==> config.mk <==
export PLATFORM = sky130hd
export DESIGN_NAME = if_id_skid_stage
export DESIGN_NICKNAME = d
export VERILOG_FILES = /design/src/rtl/if_id_skid_stage.sv
export SDC_FILE = /design/constraint.sdc
export NUM_CORES = 1
export LEC_CHECK = 0
export ABC_CLOCK_PERIOD_IN_PS = 3450
export BUFFER_PORTS_ARGS = -buffer_cell sky130_fd_sc_hd__buf_2
export CAP_MARGIN = 5
export CELL_PAD_IN_SITES_DETAIL_PLACEMENT = 0
export CELL_PAD_IN_SITES_GLOBAL_PLACEMENT = 1
export CORE_ASPECT_RATIO = 0.8
export CORE_MARGIN = 3
export CORE_UTILIZATION = 42
export DETAILED_ROUTE_END_ITERATION = 10
export GPL_TIMING_DRIVEN = 1
export PLACE_DENSITY_LB_ADDON = 0.25
export SKIP_CTS_REPAIR_TIMING = 1
export SYNTH_ARGS = -nofsm -noshare
export SYNTH_HDL_FRONTEND = slang
export SYNTH_SLANG_ARGS = --single-unit
==> constraint.sdc <==
create_clock -name clk -period 3.45 [get_ports clk]
set_input_delay 0 -clock clk [delete_from_list [all_inputs] [get_ports clk]]
set_output_delay 0 -clock clk [all_outputs]
set_load 0.05 [all_outputs]
==> src/rtl/if_id_skid_stage.sv <==
// IF/ID pipeline register with a valid/ready handshake backed by a 2-entry skid buffer.
// Freeze holds everything, flush empties the stage and bumps a saturating debug counter.
module if_id_skid_stage #(
  parameter int PC_W    = 32,
  parameter int INSTR_W = 32,
  parameter int CNT_W   = 16
) (
  input  logic               clk,
  input  logic               reset,
  input  logic               freeze,
  input  logic               flush,
  input  logic               in_valid,
  output logic               in_ready,
  input  logic [PC_W-1:0]    in_pc,
  input  logic [INSTR_W-1:0] in_instr,
  output logic               out_valid,
  input  logic               out_ready,
  output logic [PC_W-1:0]    out_pc,
  output logic [INSTR_W-1:0] out_instr,
  output logic [1:0]         occupancy,
  output logic [CNT_W-1:0]   flush_cnt
);

  logic               m_valid_q, m_valid_d;
  logic [PC_W-1:0]    m_pc_q,    m_pc_d;
  logic [INSTR_W-1:0] m_instr_q, m_instr_d;
  logic               s_valid_q, s_valid_d;
  logic [PC_W-1:0]    s_pc_q,    s_pc_d;
  logic [INSTR_W-1:0] s_instr_q, s_instr_d;
  logic [CNT_W-1:0]   flush_cnt_q, flush_cnt_d;

  logic in_xfer;
  logic out_xfer;
  logic drain;

  assign in_ready  = ~s_valid_q & ~freeze;
  assign out_valid = m_valid_q & ~freeze;
  assign occupancy = 2'(m_valid_q) + 2'(s_valid_q);
  assign out_pc    = m_pc_q;
  assign out_instr = m_instr_q;
  assign flush_cnt = flush_cnt_q;

  assign in_xfer  = in_valid & in_ready;
  assign out_xfer = out_valid & out_ready;
  // Main can take a new beat when it is leaving this cycle or already empty.
  assign drain    = out_xfer | ~m_valid_q;

  always_comb begin
    // NOTE: every next-state signal gets a hold default first so no path infers a latch.
    m_valid_d   = m_valid_q;
    m_pc_d      = m_pc_q;
    m_instr_d   = m_instr_q;
    s_valid_d   = s_valid_q;
    s_pc_d      = s_pc_q;
    s_instr_d   = s_instr_q;
    flush_cnt_d = flush_cnt_q;

    if (freeze) begin
      // Hold everything; a pending flush waits for freeze to drop.
    end else if (flush) begin
      m_valid_d = 1'b0;
      m_pc_d    = '0;
      m_instr_d = '0;
      s_valid_d = 1'b0;
      s_pc_d    = '0;
      s_instr_d = '0;
      if (flush_cnt_q != '1) flush_cnt_d = flush_cnt_q + CNT_W'(1);
    end else if (drain) begin
      if (s_valid_q) begin
        m_valid_d = 1'b1;
        m_pc_d    = s_pc_q;
        m_instr_d = s_instr_q;
        s_valid_d = 1'b0;
      end else if (in_xfer) begin
        m_valid_d = 1'b1;
        m_pc_d    = in_pc;
        m_instr_d = in_instr;
      end else begin
        m_valid_d = 1'b0;
        m_pc_d    = '0;
        m_instr_d = '0;
      end
    end else if (in_xfer) begin
      s_valid_d = 1'b1;
      s_pc_d    = in_pc;
      s_instr_d = in_instr;
    end
  end

  always_ff @(posedge clk) begin
    // NOTE: state registers use non-blocking assignments so every flop samples pre-edge values.
    if (!reset) begin
      m_valid_q   <= 1'b0;
      m_pc_q      <= '0;
      m_instr_q   <= '0;
      s_valid_q   <= 1'b0;
      s_pc_q      <= '0;
      s_instr_q   <= '0;
      flush_cnt_q <= '0;
    end else begin
      m_valid_q   <= m_valid_d;
      m_pc_q      <= m_pc_d;
      m_instr_q   <= m_instr_d;
      s_valid_q   <= s_valid_d;
      s_pc_q      <= s_pc_d;
      s_instr_q   <= s_instr_d;
      flush_cnt_q <= flush_cnt_d;
    end
  end

endmodule

==> out/summary.txt <==
first-pass GRT wire length: 27.18 mm
Seq cells post-synth: 146
critical path type: flop to flop
GRT Util Overall: 0.2063
Final Hold Viols: 0
crit-path cells: nor4b_4 -> buf_4 -> and3_2 -> nand2_1 -> a21oi_1
CP max stage cell: and3_2
Hold WS: 0.01989 ns
CTS sink count: 146
Largest stage delay, worst path: 0.88 ns
Cells after Synth: 702
Tcrit/Tclk final: 0.6767
Num CTS Buffers: 17
routed len/inst: 16.23 um
Yosys top cell area share: 0.4792
setup TNS: 0 ns
post-synth top area cell: dfxtp_1
die area: 16010 sq um
Pwr Density: 499.2 nW/um^2
nets: 952
Initial Util: 0.4393
Final Non-Filler Cells: 1072
slew at the pin closest to its max-slew limit: 1.237 ns
Final Total Pwr: 4.056 mW
Startpoint Class: flop
Synth area leaders: dfxtp_1 (48%), a22o_1 (6.7%), a21oi_1 (6.3%)
Crit path required time: 3.78 ns
switching pwr: 0.9588 mW
status: finished, final reports clean
pre-CTS setup slack: 0.9821 ns
CP max FO: 47
initial antenna violation count: 0
Arrival @ worst endpoint: 2.66 ns
Placed Cells: 975
multi-input logic area: 2828 sq um
Crit. End Element: flop
I/O pin count: 154
area delta synth->final: 33.21%
internal power: 3.097 mW
vias in the first global route: 5466
drt initial violations: 461
Post-Syn Area: 6100 sq um
HP Class: primary input to flop
syn nets: 774
max_slew headroom: 0.1757
Die W: 140.7 um
vias per std cell: 5.672
Clock H-tree levels: 4
share of flip-flops with an asynchronous set or reset: 0
Final setup viols: 0
row cnt: 38
top-count cell post-synth: dfxtp_1
antenna-violating nets left: 0
final wirelength: 17.40 mm
synthesized area per cell: 8.689 sq um
Clk pin slew, worst setup/hold paths: 0.05 ns
Synth cell types: 42
DIE HEIGHT: 113.8 um
antenna fix cells: 0
Post-DP Area: 6830 sq um
min Tclk post-route: 2.335 ns
first-pass detailed-route iteration total: 5
Synth Flop Type: dfxtp_1
clock skew: 0.008276 ns
peak supply drop: 0.0004586 V
detailed-route via count: 6080
Leakage Power: 3.241 nW
logic gate share of total power: 0.103
dpl hpwl: 10.72 mm
final instance area: 8125 sq um
clock power share: 0.471
Ys Warns: 0
sequential area share after synthesis: 0.4792
Root Driver: clkbuf_16
IO Port Bufs: 153
global placement routability congestion: 0.7817
Placeable Area: 13880 sq um
largest net degree at the start of global routing: 74
Reg area: 2924 sq um
DRC violations left: 0
Max Freq: 0.4283 GHz
RSZ-0062 raised after global routing: false
Post-synth EDFFs: 0
sequential power share: 0.426
Max-cap violations: 0
layout cells sized above 1: 0.2309
total gr overflow: 0
clk_lat worst skew: 0.41 ns
final setup margin: 1.115 ns
Pins Over Slew Limit: 0
switch share: 0.2364
Synth top cells by count: dfxtp_1 (146), a21oi_1 (77), nor2_1 (71)
Longest Clk Path Bufs: 2
final-layout fill cell count: 1229
CTS tree: built
Finished Core Util: 0.5853
-- final cells by class --
cell class | count | area share
Clock buffer | 20 | 0.05621
Clock inverter | 11 | 0.01971
Inverter | 5 | 0.002464
Multi-Input combinational cell | 482 | 0.3480
Sequential cell | 146 | 0.3599
Tap cell | 180 | 0.02772
Timing Repair Buffer | 228 | 0.1860
-- cell families after synthesis --
kind of cell             after synthesis  share of synthesized area
flip-flops                           146                     0.4792
AO/OA/AOI/OAI                        288                     0.3019
adder cells (fa/ha/maj)                2                   0.004102
buffers and inverters                 74                    0.06154
multiplexers                           4                   0.006564
AND/OR/NAND/NOR                      188                     0.1467
-- power groups by stage --
stage / Clock (mW) / Combinational [mW] / Sequential, mW
after floorplan: 0 / 0.174 / 1.83
after global placement: 0 / 0.351 / 1.76
after detailed placement: 0 / 0.354 / 1.76
after CTS: 1.95 / 0.356 / 1.73
after global routing: 2.02 / 0.449 / 1.73
final: 1.91 / 0.418 / 1.73
-- cell usage in the layout (no fill, tap or decap), drive strengths merged, types with 4 or more instances in the layout --
cell type	netlist	final
a22o	47	47
or3	4	4
nand3	21	21
bufinv	0	4
a21oi	77	77
dlygate4sd3	0	65
nor3	5	5
mux2i	4	4
a221oi	18	18
buf	39	163
o31ai	4	4
nor2	71	71
inv	4	4
clkbuf	30	20
o21ai	90	90
clkinv	1	6
dfxtp	146	146
nand2	57	57
nand2b	4	4
a22oi	47	47
nor2b	4	4
nand4	8	8
or4	4	4
-- critical path, delay by kind of cell, from the launching register on --
kind | cells | cell delay, ns
buffers and inverters | 1 | 0.36
AO/OA/AOI/OAI | 1 | 0.19
AND/OR/NAND/NOR | 3 | 1.32
flip-flops | 1 | 0.37
-- flip-flops by register name (all words and copies together), names as in the netlist --
signal,flops
out_instr,32
s_instr_q,32
m_valid_q,1
s_valid_q,1
out_pc,32
s_pc_q,32
flush_cnt,16
-- final timing paths --
check                                start         end  slack (ns)  cells past startpoint
worst max register to register   s_valid_q  s_pc_q[17]        1.12                      5
worst min-delay path             out_ready   m_valid_q        0.02                      4
worst max-delay path             s_valid_q  s_pc_q[17]        1.12                      5
worst min register to register  s_pc_q[28]  s_pc_q[28]        0.48                      2
-- metal layers --
layer | global-route usage | vias up | routed length [um]
met4 | 0.06908 | 0 | 212
met5 | 0 | - | 0
met1 | 0.2928 | 2908 | 8262
li1 | - | 2926 | -
met3 | 0.04862 | 17 | 1166
met2 | 0.3103 | 229 | 7759
Power figures use the tool's default switching activity.
